[config.mk]
export PLATFORM = sky130hd
export DESIGN_NAME = counter_cmd_gen
export DESIGN_NICKNAME = d
export VERILOG_FILES = /design/src/rtl/counter_cmd_gen_pkg.sv /design/src/rtl/btn_debounce.sv /design/src/rtl/counter_cmd_gen.sv
export SDC_FILE = /design/constraint.sdc
export NUM_CORES = 1
export LEC_CHECK = 0
export ABC_AREA = 1
export CAP_MARGIN = 20
export CORE_MARGIN = 2
export CORE_UTILIZATION = 60
export CTS_BUF_LIST = sky130_fd_sc_hd__clkbuf_8 sky130_fd_sc_hd__clkbuf_16
export CTS_CLUSTER_SIZE = 10
export DETAILED_ROUTE_END_ITERATION = 16
export HOLD_SLACK_MARGIN = 0.15
export MAX_ROUTING_LAYER = met4
export PLACE_DENSITY_LB_ADDON = 0.05
export SYNTH_ARGS = -nofsm -noshare
export SYNTH_HDL_FRONTEND = slang
export SYNTH_SLANG_ARGS = --single-unit
[constraint.sdc]
create_clock -name clk -period 4.37 [get_ports clk]
set_clock_uncertainty 0.15 [all_clocks]
set_input_delay 0.437 -clock clk [delete_from_list [all_inputs] [get_ports clk]]
set_output_delay 0.437 -clock clk [all_outputs]
set_load 0.005 [all_outputs]
[src/rtl/counter_cmd_gen_pkg.sv]
// Shared definitions for the up/down button command generator and the
// counter that consumes its control code.
package counter_cmd_gen_pkg;

  // Command presented to the counter. 2'b11 is reserved and never driven.
  typedef enum logic [1:0] {
    CTRL_HOLD = 2'b00,
    CTRL_INC  = 2'b01,
    CTRL_DEC  = 2'b10
  } ctrl_e;

  // Command generator FSM encoding.
  typedef enum logic [1:0] {
    ST_IDLE   = 2'b00,
    ST_STEP   = 2'b01,
    ST_DELAY  = 2'b10,
    ST_REPEAT = 2'b11
  } state_e;

  // Width of the interval counter: enough for the longer of the two
  // intervals plus one spare bit so it can saturate instead of wrapping.
  function automatic int interval_cnt_width(input int delay_cyc, input int rate_cyc);
    int longest;
    longest = (delay_cyc > rate_cyc) ? delay_cyc : rate_cyc;
    return $clog2(longest) + 1;
  endfunction

  // Control code for a pulse in the latched direction.
  function automatic ctrl_e dir_ctrl(input logic dir_up);
    return dir_up ? CTRL_INC : CTRL_DEC;
  endfunction

endpackage

[src/rtl/btn_debounce.sv]
// Two-flop synchronizer followed by a stability counter. The debounced
// level only moves once the synchronized input has disagreed with it for
// DEBOUNCE_CYC consecutive cycles; any agreement in between restarts the
// count, so bounces shorter than the window never reach the output.
module btn_debounce #(
  parameter int DEBOUNCE_CYC = 4
) (
  input  logic clk,
  input  logic reset,
  input  logic btn,
  output logic level
);

  localparam int CW = (DEBOUNCE_CYC > 1) ? $clog2(DEBOUNCE_CYC + 1) : 1;
  localparam logic [CW-1:0] CNT_LAST = CW'(DEBOUNCE_CYC - 1);
  localparam logic [CW-1:0] CNT_ZERO = {CW{1'b0}};
  localparam logic [CW-1:0] CNT_ONE  = CW'(1);

  logic          sync1_r;
  logic          sync2_r;
  logic          level_r;
  logic [CW-1:0] cnt_r;

  // Synchronize the raw button and count consecutive disagreeing cycles.
  always_ff @(posedge clk) begin
    if (!reset) begin
      sync1_r <= 1'b0;
      sync2_r <= 1'b0;
      level_r <= 1'b0;
      cnt_r   <= CNT_ZERO;
    end else begin
      sync1_r <= btn;
      sync2_r <= sync1_r;
      if (sync2_r != level_r) begin
        if (cnt_r >= CNT_LAST) begin
          level_r <= sync2_r;
          cnt_r   <= CNT_ZERO;
        end else begin
          cnt_r   <= cnt_r + CNT_ONE;
        end
      end else begin
        cnt_r <= CNT_ZERO;
      end
    end
  end

  assign level = level_r;

endmodule

[src/rtl/counter_cmd_gen.sv]
// Turns two raw push buttons into a counter command stream: one step pulse
// on a fresh press, then auto-repeat pulses while the same button is held.
// All outputs are registered and loaded from the next-state decode, so a
// pulse appears in the same cycle the FSM enters STEP or emits a repeat.
module counter_cmd_gen
  import counter_cmd_gen_pkg::*;
#(
  parameter int DEBOUNCE_CYC = 4,
  parameter int REPEAT_DELAY = 20,
  parameter int REPEAT_RATE  = 5
) (
  input  logic       clk,
  input  logic       reset,
  input  logic       btn_up,
  input  logic       btn_down,
  output logic [1:0] control,
  output logic       repeating
);

  localparam int CNT_W = interval_cnt_width(REPEAT_DELAY, REPEAT_RATE);
  localparam logic [CNT_W-1:0] CNT_ZERO   = {CNT_W{1'b0}};
  localparam logic [CNT_W-1:0] CNT_ONE    = CNT_W'(1);
  localparam logic [CNT_W-1:0] CNT_MAX    = {CNT_W{1'b1}};
  localparam logic [CNT_W-1:0] DELAY_LAST = CNT_W'(REPEAT_DELAY - 1);
  localparam logic [CNT_W-1:0] RATE_LAST  = CNT_W'(REPEAT_RATE - 1);

  // Debounced button levels.
  logic up_lvl_s;
  logic dn_lvl_s;

  // FSM and datapath registers with their next-state values.
  state_e           state_r;
  state_e           state_s;
  logic             dir_up_r;
  logic             dir_up_s;
  logic [CNT_W-1:0] cnt_r;
  logic [CNT_W-1:0] cnt_s;
  ctrl_e            ctrl_r;
  ctrl_e            ctrl_s;
  logic             rep_r;
  logic             rep_s;
  // A button that already produced a STEP stays locked until it is seen
  // released, so one long press can never start a second sequence.
  logic             up_lock_r;
  logic             up_lock_s;
  logic             dn_lock_r;
  logic             dn_lock_s;

  // Helpers derived from the latched direction.
  logic             held_s;
  logic             other_s;
  logic [CNT_W-1:0] cnt_inc_s;

  btn_debounce #(
    .DEBOUNCE_CYC(DEBOUNCE_CYC)
  ) u_deb_up (
    .clk  (clk),
    .reset(reset),
    .btn  (btn_up),
    .level(up_lvl_s)
  );

  btn_debounce #(
    .DEBOUNCE_CYC(DEBOUNCE_CYC)
  ) u_deb_dn (
    .clk  (clk),
    .reset(reset),
    .btn  (btn_down),
    .level(dn_lvl_s)
  );

  assign held_s    = dir_up_r ? up_lvl_s : dn_lvl_s;
  assign other_s   = dir_up_r ? dn_lvl_s : up_lvl_s;
  // Saturating increment: the counter holds at all-ones rather than wrap.
  assign cnt_inc_s = (cnt_r == CNT_MAX) ? cnt_r : (cnt_r + CNT_ONE);

  // Next-state, interval counter and output decode.
  always_comb begin
    state_s   = state_r;
    dir_up_s  = dir_up_r;
    cnt_s     = cnt_r;
    ctrl_s    = CTRL_HOLD;
    up_lock_s = up_lock_r & up_lvl_s;
    dn_lock_s = dn_lock_r & dn_lvl_s;

    case (state_r)
      ST_IDLE: begin
        if (up_lvl_s && !dn_lvl_s && !up_lock_r) begin
          state_s   = ST_STEP;
          dir_up_s  = 1'b1;
          ctrl_s    = CTRL_INC;
          cnt_s     = CNT_ZERO;
          up_lock_s = 1'b1;
        end else if (dn_lvl_s && !up_lvl_s && !dn_lock_r) begin
          state_s   = ST_STEP;
          dir_up_s  = 1'b0;
          ctrl_s    = CTRL_DEC;
          cnt_s     = CNT_ZERO;
          dn_lock_s = 1'b1;
        end else begin
          state_s = ST_IDLE;
          cnt_s   = CNT_ZERO;
        end
      end

      // The step pulse is being shown this cycle; the counter holds the
      // offset since that pulse, so DELAY starts counting from 1.
      ST_STEP: begin
        state_s = ST_DELAY;
        cnt_s   = cnt_inc_s;
      end

      ST_DELAY: begin
        if (!held_s || other_s) begin
          state_s = ST_IDLE;
          cnt_s   = CNT_ZERO;
        end else if (cnt_r >= DELAY_LAST) begin
          state_s = ST_REPEAT;
          ctrl_s  = dir_ctrl(dir_up_r);
          cnt_s   = CNT_ZERO;
        end else begin
          state_s = ST_DELAY;
          cnt_s   = cnt_inc_s;
        end
      end

      ST_REPEAT: begin
        if (!held_s || other_s) begin
          state_s = ST_IDLE;
          cnt_s   = CNT_ZERO;
        end else if (cnt_r >= RATE_LAST) begin
          state_s = ST_REPEAT;
          ctrl_s  = dir_ctrl(dir_up_r);
          cnt_s   = CNT_ZERO;
        end else begin
          state_s = ST_REPEAT;
          cnt_s   = cnt_inc_s;
        end
      end

      default: begin
        state_s = ST_IDLE;
        cnt_s   = CNT_ZERO;
      end
    endcase

    rep_s = (state_s == ST_REPEAT);
  end

  // State, datapath and registered outputs.
  always_ff @(posedge clk) begin
    if (!reset) begin
      state_r   <= ST_IDLE;
      dir_up_r  <= 1'b0;
      cnt_r     <= CNT_ZERO;
      ctrl_r    <= CTRL_HOLD;
      rep_r     <= 1'b0;
      up_lock_r <= 1'b0;
      dn_lock_r <= 1'b0;
    end else begin
      state_r   <= state_s;
      dir_up_r  <= dir_up_s;
      cnt_r     <= cnt_s;
      ctrl_r    <= ctrl_s;
      rep_r     <= rep_s;
      up_lock_r <= up_lock_s;
      dn_lock_r <= dn_lock_s;
    end
  end

  assign control   = ctrl_r;
  assign repeating = rep_r;

endmodule

---- After elaboration in Yosys (flattened, before gate mapping) ----
Cells that the tools add are included.
word-level totals
  word-level logic and storage cells ...... 80
  memories ................................ 0
  ROM bits ................................ 0
  register bits ........................... 26
  memory bits (writable) .................. 0
  bits in latches ......................... 0
  output and inout port bits .............. 3
cells by class
  multipliers ............................. 0
  add/sub/neg operators ................... 3
  shift operators ......................... 0
  bitwise gates (word level) .............. 5
  magnitude comparators ................... 4
  div/mod/pow operators ................... 0
  multiplexer cells ....................... 29
  reduce and logical (&&, ||, !) cells .... 17
  eq/ne operators ......................... 7
operator list
  cell                                                                                 count
  6-bit two-way mux                                                                    5
  6-bit case mux with 4 select lines                                                   1
  2-bit two-way mux                                                                    9
  1-bit two-way mux                                                                    12
  2-bit case mux with 4 select lines                                                   1
  3-bit by 1-bit adder with 3-bit output, second input constant                        2
  6-bit by 1-bit adder with 6-bit output, second input constant                        1
  2-bit equality test, second input constant                                           3
  6-bit equality test, second input constant                                           1
  3-bit by 2-bit greater-or-equal comparator with 1-bit output, second input constant  2
  6-bit by 3-bit greater-or-equal comparator with 1-bit output, second input constant  1
  6-bit by 5-bit greater-or-equal comparator with 1-bit output, second input constant  1
  2-bit case mux with 3 select lines                                                   1
  2-bit AND reduction                                                                  3
  3-bit OR reduction                                                                   2
  1-bit zero test                                                                      5
  1-bit logical AND                                                                    4
  1-bit inverter                                                                       3
  1-bit AND                                                                            2
  2-bit by 1-bit equality test with 1-bit output, second input constant                1
  2-bit zero test                                                                      1
  1-bit != test                                                                        2
  2-bit nonzero test                                                                   1
  1-bit logical OR                                                                     1

---- Longest topological paths before layout ----
Gate-level depths: netlist of run 1.
  word-level depth ........................ 7
  depth in mapped cells ................... 9

---- By module ----
From an unflattened synthesis of run 1, not the netlist that was laid out.
second synthesis, totals
  cells, all modules ...................... 170
  area total of the unflattened synthesis .. 1,267.5 um^2
modules (own cells, without submodules)
  module           cells an instance  area an instance (um^2)  times used
  counter_cmd_gen  112                784.5                    1
  btn_debounce     29                 241.5                    2

---- Least setup slack after synthesis of run 1 ----
OpenSTA, ideal clock, no wires.
  path type ............................... register -> register
  start point ............................. register cnt_r[0]
  end point ............................... register cnt_r[0]
  data required time ...................... 4,104 ps
  clock period less this slack ............ 1,389 ps
  setup time .............................. 116 ps
  path slack .............................. 2,981 ps
  cell stages (with the launch flop) ...... 6
  path buffers ............................ 0
  arrival time ............................ 1,123 ps
  path through ............................ dfxtp_1 ha_1 nand3_2 nor3_4 xor2_1 nor2_1
on the way
  cells in the longest elaborated chain, start to end .. 5
ends and longest elaborated chain
  what                                                                                  RTL line                                        source
  from (decl)                                                                           counter_cmd_gen.sv:36                           logic [CNT_W-1:0] cnt_r;
  from (signal assigned)                                                                counter_cmd_gen.sv:163                          cnt_r <= cnt_s;
  6-bit by 1-bit adder with 6-bit output / 6-bit equality test (equally long branches)  counter_cmd_gen.sv:75                           assign cnt_inc_s = (cnt_r == CNT_MAX) ? cnt_r : (cnt_r + CNT_ONE);
  6-bit two-way mux                                                                     counter_cmd_gen.sv:75
  6-bit two-way mux (on tied branches)                                                  counter_cmd_gen.sv:131, counter_cmd_gen.sv:117
  6-bit two-way mux (on tied branches)                                                  counter_cmd_gen.sv:128, counter_cmd_gen.sv:114
  6-bit case mux with 4 select lines (*)                                                counter_cmd_gen.sv:86                           case (state_r)
Mark *: on every way between the ends. The rest lies on a longest branch, timed or not.
A chain may end at the register's enable or synchronous reset.

==> results of run 1 <==
## placed cells by master (no fill, tap or decap)
| master | count |
|---|---|
| sky130_fd_sc_hd__nor2_2 | 1 |
| sky130_fd_sc_hd__nand3_2 | 2 |
| sky130_fd_sc_hd__clkdlybuf4s50_1 | 6 |
| sky130_fd_sc_hd__a21boi_0 | 1 |
| sky130_fd_sc_hd__xor2_1 | 5 |
| sky130_fd_sc_hd__o21ai_0 | 4 |
| sky130_fd_sc_hd__a31o_2 | 1 |
| sky130_fd_sc_hd__nand2_1 | 28 |
| sky130_fd_sc_hd__or2_4 | 1 |
| sky130_fd_sc_hd__bufinv_16 | 1 |
| sky130_fd_sc_hd__nand2_4 | 1 |
| sky130_fd_sc_hd__nor3_4 | 1 |
| sky130_fd_sc_hd__inv_1 | 28 |
| sky130_fd_sc_hd__a21oi_1 | 7 |
| sky130_fd_sc_hd__nand2_2 | 1 |
| sky130_fd_sc_hd__clkbuf_8 | 3 |
| sky130_fd_sc_hd__nand4_1 | 3 |
| sky130_fd_sc_hd__ha_1 | 7 |
| sky130_fd_sc_hd__nor2_1 | 25 |
| sky130_fd_sc_hd__or2_1 | 1 |
| sky130_fd_sc_hd__dfxtp_1 | 26 |
| sky130_fd_sc_hd__nand3_1 | 11 |
| sky130_fd_sc_hd__nor2_4 | 1 |
## sequential cells by signal, indices dropped and copies added, names as in the netlist, 2 cells and up
register        flops
u_deb_dn.cnt_r      3
control             2
state_r             2
cnt_r               6
u_deb_up.cnt_r      3
## worst max-delay path, stage by stage
cell and delay [ps]:
sky130_fd_sc_hd__clkdlybuf4s50_1 710, sky130_fd_sc_hd__inv_1 180, sky130_fd_sc_hd__nor2_1 250, sky130_fd_sc_hd__a21boi_0 240
## through the flow
stage / power [mW] / instances
final: 0.444 / 192
after CTS: 0.450 / 192
after global routing: 0.456 / 192
after floorplan: 0.251 / 156
after global placement: 0.254 / 188
after detailed placement: 0.255 / 188
## logic make-up (layout without fill, tap and decap cells)
kind of cell | after synthesis | after routing | share of synthesized area, %
flip-flops | 26 | 26 | 43.7
XOR/XNOR | 5 | 5 | 3.68
AND/OR/NAND/NOR | 76 | 76 | 30.1
adder cells (fa/ha/maj) | 7 | 7 | 7.35
AO/OA/AOI/OAI | 13 | 13 | 5.99
buffers and inverters | 29 | 38 | 9.14
## power breakdown
part           internal, mW  total [mW]  switching [mW]  leakage (nW)
combinational       0.00413     0.00877         0.00464         0.419
sequential            0.239       0.240         0.00110         0.210
clock                 0.123       0.195          0.0722        0.0357
total                 0.366       0.444          0.0779         0.665
## how the worst min path moves through the flow
| stage | start | endpoint | slack (ps) | cells after the start |
|---|---|---|---|---|
| floorplan | u_deb_dn.sync1_r$_SDFF_PN0_ | u_deb_dn.sync2_r$_SDFF_PN0_ | 240 | 2 |
| global placement | u_deb_dn.sync1_r$_SDFF_PN0_ | u_deb_dn.sync2_r$_SDFF_PN0_ | 250 | 2 |
| detailed placement | u_deb_dn.sync1_r$_SDFF_PN0_ | u_deb_dn.sync2_r$_SDFF_PN0_ | 250 | 2 |
| CTS | u_deb_dn.sync1_r$_SDFF_PN0_ | u_deb_dn.sync2_r$_SDFF_PN0_ | 270 | 2 |
| global route | u_deb_up.sync1_r$_SDFF_PN0_ | u_deb_up.sync2_r$_SDFF_PN0_ | 290 | 2 |
| finish | u_deb_dn.sync1_r$_SDFF_PN0_ | u_deb_dn.sync2_r$_SDFF_PN0_ | 270 | 2 |
## layer usage
metal  GRT usage (%)  vias up
met5               -        -
met4            7.62        0
met3            4.94        4
met2            33.6       11
met1            18.8      438
li1                -      499
## cell type report
class	instances	area (sq um)	area share (%)
multi-input combinational	101	562	41.5
sequential	26	520	38.5
timing repair buffer	6	60.1	4.44
tap	27	33.8	2.50
clock inverter	1	30.0	2.22
clock buffer	3	41.3	3.05
inverter	28	105	7.77
==> run_results.csv, run 1 <==
group,metric,value,unit
timing,rsz_0062_raised_after_global_routing,"false",
placement,replace_congestion,0.920,
clock_tree,tritoncts,"built",
power,power_per_cell_area,328,mW/mm^2
timing,timing.final.crit_share,41.0,%
run,drv_cap,0,
setup_path,timing.reg2reg.worst_path_depth,5,
timing,whs,271,ps
die,fp.dieH,48.6,um
global_route,track_usage,18.5,%
drt,maxUsedRoutingLayer,"met4",
die,top_ports,7,
setup_path,critPathCaptureType,"flop",
die,die_outline_area,0.00236,sq mm
clock_tree,htree_levels,1,
timing,timing_hold_violations_final,0,
final_layout,layout-drive-gt1-share,7.88,%
setup_path,crit-reg2reg-launch,"cnt_r[0]$_SDFF_PN0_",
setup_path,critical_path_peak_fanout,12,
timing,achievable-frequency,0.559,GHz
timing,timing.setup.tns,0,ps
timing,total_of_endpoints_with_negative_setup_slack_in_the_final_report,0,
setup_path,setup.worst_path.class,"primary input to flop",
drt,route.antenna.remaining_nets,0,
drt,routed_via_density,4.96,
die,initial_utilization,62.0,%
drt,wl_met2,968,um
logic_synthesis,post_synth_instance_area,0.00119,sq mm
drt,wirelength_met1,819,um
logic_synthesis,yosys_most_used_dff,"sky130_fd_sc_hd__dfxtp_1",
clock_tree,post_cts_resize_count,0,
global_route,grt_pass1_wl,3.36,mm
timing,final-max-slew-violation-count,0,
logic_synthesis,synth.net_count,167,
die,die_width,48.6,um
hold_path,worst_hold_class,"flop to flop",
setup_path,worst_setup_path_endpoint,"state_r[1]$_SDFF_PN0_",
timing,worst-slew-pin-transition,404,ps
logic_synthesis,ys.warnings.count,0,
setup_path,critPathLaunchType,"primary input",
clock_tree,cts_bufs_inserted,3,
global_route,grt_antenna_before_repair,0,
logic_synthesis,yosys.area.top_type_share,43.7,%
placement,dp_slack,2300,ps
setup_path,timing.critical_path.arrival,1820,ps
logic_synthesis,synth.top_cells.by_area,"sky130_fd_sc_hd__dfxtp_1, sky130_fd_sc_hd__inv_1, sky130_fd_sc_hd__nand2_1",
die,design.core.area,0.00192,sq mm
final_layout,nets,177,
final_layout,antenna_cells_inserted,0,
final_layout,syn2layout_area_growth,13.6,%
logic_synthesis,synthesis.instances,156,
timing,slew-limit-headroom,73.0,%
logic_synthesis,post-synth-top-area-cell,"sky130_fd_sc_hd__dfxtp_1",
placement,postPlaceCellArea,0.00128,sq mm
setup_path,ff2ff_setup_slack,2840,ps
clock_tree,number_of_buffers_inserted_by_hold_repair_at_cts,0,
global_route,first_global_vias,886,
outcome,run_status,"finished clean",
power,max-vdd-ir-drop,0.000276,V
drt,detail_route.first_pass.iterations,4,
final_layout,postLayoutCellArea,0.00135,sq mm
clock_tree,cts.reportedPaths.clkPinSlew,90,ps
drt,detail_route.drc_violations,0,
setup_path,timing.critical_path.from,"reset",
global_route,grt-ovfl-total,0,
logic_synthesis,ys_ff_latch,26,
drt,routed_wl,1.88,mm
power,power.static_leakage,0.665,nW
clock_tree,cts_num_sinks,26,
clock_tree,clk_root_buffer_cell,"sky130_fd_sc_hd__clkbuf_8",
placement,detailed_place_hpwl,1.48,mm
setup_path,timing.critical_path.required,4400,ps
clock_tree,clk_path_buf_depth,2,
logic_synthesis,synth_edf_count,0,
drt,drt_iter0_drc,12,
drt,routed_wire_length_per_instance,9.78,um
placement,port_buf_inserts,6,
final_layout,num-fill-cells,161,
drt,met3WireLength,58,um
timing,post-route-worst-setup-slack,2580,ps
logic_synthesis,synth.yosys.seq_area_share,43.7,%
drt,vias,952,
global_route,grt_max_degree,16,
setup_path,crit-reg2reg-capture,"cnt_r[0]$_SDFF_PN0_",
timing,period_needed,1790,ps
clock_tree,post-cts-setup-buffers,0,
logic_synthesis,synth-async-reset-ratio,0,%
final_layout,final_core_util,70.4,%
die,num_rows,16,
clock_tree,clkLatencyLatePin,270,ps
logic_synthesis,yosysUniqueCellTypes,21,
logic_synthesis,synth.cells.most_frequent,"sky130_fd_sc_hd__inv_1, sky130_fd_sc_hd__nand2_1, sky130_fd_sc_hd__dfxtp_1",
logic_synthesis,syn_area_per_cell,7.64,sq um
Power figures use the tool's default switching activity.
==> inputs of run 2 (changes only) <==
--- a/config.mk
+++ b/config.mk
@@ -8,7 +8,7 @@
 export ABC_AREA = 1
 export CAP_MARGIN = 20
 export CORE_MARGIN = 2
-export CORE_UTILIZATION = 60
+export CORE_UTILIZATION = 57
 export CTS_BUF_LIST = sky130_fd_sc_hd__clkbuf_8 sky130_fd_sc_hd__clkbuf_16
 export CTS_CLUSTER_SIZE = 10
 export DETAILED_ROUTE_END_ITERATION = 16
==> constraint.sdc (replaced) <==
create_clock -name clk -period 1.8 [get_ports clk]
set_clock_uncertainty 0.15 [all_clocks]
set_input_delay 0.18 -clock clk [delete_from_list [all_inputs] [get_ports clk]]
set_output_delay 0.18 -clock clk [all_outputs]
set_load 0.005 [all_outputs]
==> run 2 against run 1 <==
Via count is 0.32% lower. Sequential cell count stayed put. Design area is 0.55% higher. Critical path type is now flop to flop. Critical endpoint is now cnt_r[0]$_SDFF_PN0_.
==> run_results.csv, run 2 (same netlist as run 1, synthesis figures left out) <==
group,metric,value,unit
outcome,run_status,"finished clean",
power,max-vdd-ir-drop,0.000554,V
clock_tree,number_of_buffers_inserted_by_hold_repair_at_cts,0,
clock_tree,htree_levels,1,
die,design.core.area,0.00196,sq mm
hold_path,hold_start,"u_deb_up.sync1_r$_SDFF_PN0_",
clock_tree,clk_root_buffer_cell,"sky130_fd_sc_hd__clkbuf_8",
setup_path,critPathLaunchType,"flop",
global_route,grt-ovfl-total,0,
setup_path,crit-reg2reg-capture,"cnt_r[0]$_SDFF_PN0_",
clock_tree,cts_num_sinks,26,
clock_tree,tritoncts,"built",
die,top_ports,7,
final_layout,layout_common_cells,"sky130_fd_sc_hd__inv_1, sky130_fd_sc_hd__nand2_1, sky130_fd_sc_hd__dfxtp_1",
setup_path,setup.worst_path.class,"flop to flop",
setup_path,crit-reg2reg-launch,"cnt_r[0]$_SDFF_PN0_",
global_route,first_global_vias,910,
setup_path,cp_num_buf_inv,0,
timing,period_needed,1520,ps
setup_path,critPathCaptureType,"flop",
setup_path,timing.critical_path.arrival,1540,ps
power,totalPowerFinal,1.08,mW
setup_path,critical_path_peak_fanout,6,
global_route,grt_max_degree,16,
setup_path,cp_top_family,"flip-flops",
run,drv_cap,0,
power,power.static_leakage,0.670,nW
final_layout,reg.largest.list,"cnt_r x6, u_deb_dn.cnt_r x3, u_deb_up.cnt_r x3",
setup_path,logic_depth_of_the_worst_setup_path_including_buffers,5,
placement,detailed_place_hpwl,1.46,mm
clock_tree,cts.reportedPaths.clkPinSlew,90,ps
timing,rsz_0062_raised_after_global_routing,"false",
drt,route.antenna.remaining_nets,0,
clock_tree,clkLatencyLatePin,270,ps
drt,routed_via_density,4.92,
final_layout,syn2layout_area_growth,14.2,%
global_route,grt_antenna_before_repair,0,
timing,achievable-frequency,0.658,GHz
final_layout,num-fill-cells,183,
die,die_width,49.7,um
hold_path,worst_hold_class,"flop to flop",
setup_path,series_of_cell_instances_along_the_critical_path,"ha_1 > nand3_2 > nor3_4 > xor2_1 > nor2_1",
drt,detail_route.first_pass.iterations,4,
final_layout,antenna_cells_inserted,0,
final_layout,largest_reg_flops,6,
timing,timing.final.crit_share,84.4,%
setup_path,timing.reg2reg.worst_path_depth,5,
die,fp.dieH,49.7,um
global_route,grt_pass1_wl,3.61,mm
timing,timing_hold_violations_final,0,
die,num_rows,16,
hold_path,min_delay_worst_endpoint,"u_deb_up.sync2_r$_SDFF_PN0_",
placement,replace_congestion,0.878,
die,die_outline_area,0.00247,sq mm
clock_tree,clk_path_buf_depth,2,
drt,routed_wl,1.90,mm
final_layout,regMostFlops,"cnt_r",
drt,routed_wire_length_per_instance,9.84,um
timing,worst-slew-pin-transition,249,ps
timing,timing.setup.tns,0,ps
final_layout,nets,178,
drt,vias,949,
setup_path,timing.critical_path.required,1820,ps
hold_path,worst_hold_path.num_cells,2,
setup_path,critical_path.max_stage_delay,450,ps
clock_tree,post-cts-setup-buffers,0,
timing,final-max-slew-violation-count,0,
placement,port_buf_inserts,6,
drt,detail_route.drc_violations,0,
clock_tree,post_cts_resize_count,0,
clock_tree,cts_bufs_inserted,3,
die,initial_utilization,60.7,%
setup_path,ff2ff_setup_slack,280,ps
setup_path,timing.critical_path.slowest_stage_cell,"sky130_fd_sc_hd__dfxtp_1",
timing,total_of_endpoints_with_negative_setup_slack_in_the_final_report,0,
drt,drt_iter0_drc,25,
timing,slew-limit-headroom,83.4,%
global_route,track_usage,19.5,%
power,power_per_cell_area,796,mW/mm^2
final_layout,layout-drive-gt1-share,8.43,%
[run 2: worst reg2reg max path: cells and delay by family, from the launching register on]
| kind | cells | cell delay [ps] |
|---|---|---|
| DFF | 1 | 450 |
| adders and majority gates | 1 | 220 |
| xor gates and xnor gates | 1 | 170 |
| and+or+nand+nor | 3 | 430 |
[run 2: worst max-delay path by stage]
stage / start / endpoint / slack [ps]
after global routing: cnt_r[0]$_SDFF_PN0_ / cnt_r[5]$_SDFF_PN0_ / 190
after CTS: cnt_r[0]$_SDFF_PN0_ / cnt_r[0]$_SDFF_PN0_ / 280
after floorplan: cnt_r[0]$_SDFF_PN0_ / cnt_r[0]$_SDFF_PN0_ / 410
after global placement: cnt_r[0]$_SDFF_PN0_ / cnt_r[0]$_SDFF_PN0_ / 350
after detailed placement: cnt_r[0]$_SDFF_PN0_ / cnt_r[0]$_SDFF_PN0_ / 300
final: cnt_r[0]$_SDFF_PN0_ / cnt_r[0]$_SDFF_PN0_ / 280
[run 2: stage by stage]
stage	instance area, sq um	std cells	setup WS [ps]	hold WS [ps]	util [%]
2_1_floorplan	1190	156	411	128	-
3_3_place_gp	1290	189	351	244	65.7
3_5_place_dp	1290	189	299	254	65.7
4_1_cts	1360	193	279	276	69.3
6_report	1360	193	281	275	69.3
5_1_grt	1360	193	188	309	69.3
[run 2: power breakdown]
part | internal (mW) | switching, mW
clock network | 0.297 | 0.179
registers | 0.580 | 0.00280
logic | 0.0116 | 0.0118
total | 0.889 | 0.193
[run 2: per-layer routing]
layer | GRT usage (%) | vias up | routed length [um]
met2 | 34.0 | 15 | 940
li1 | - | 498 | -
met3 | 3.94 | 2 | 47
met5 | - | - | 0
met4 | 8.80 | 0 | 11
met1 | 21.2 | 434 | 901
[run 2: layout make-up]
class | instances | area [sq um] | share of cell area (%)
inverter | 28 | 105 | 7.73
clock buffer | 3 | 41.3 | 3.04
tap | 27 | 33.8 | 2.48
multi-input combinational | 101 | 562 | 41.3
clock inverter | 1 | 30.0 | 2.21
timing repair buffer | 7 | 67.6 | 4.97
sequential | 26 | 520 | 38.3
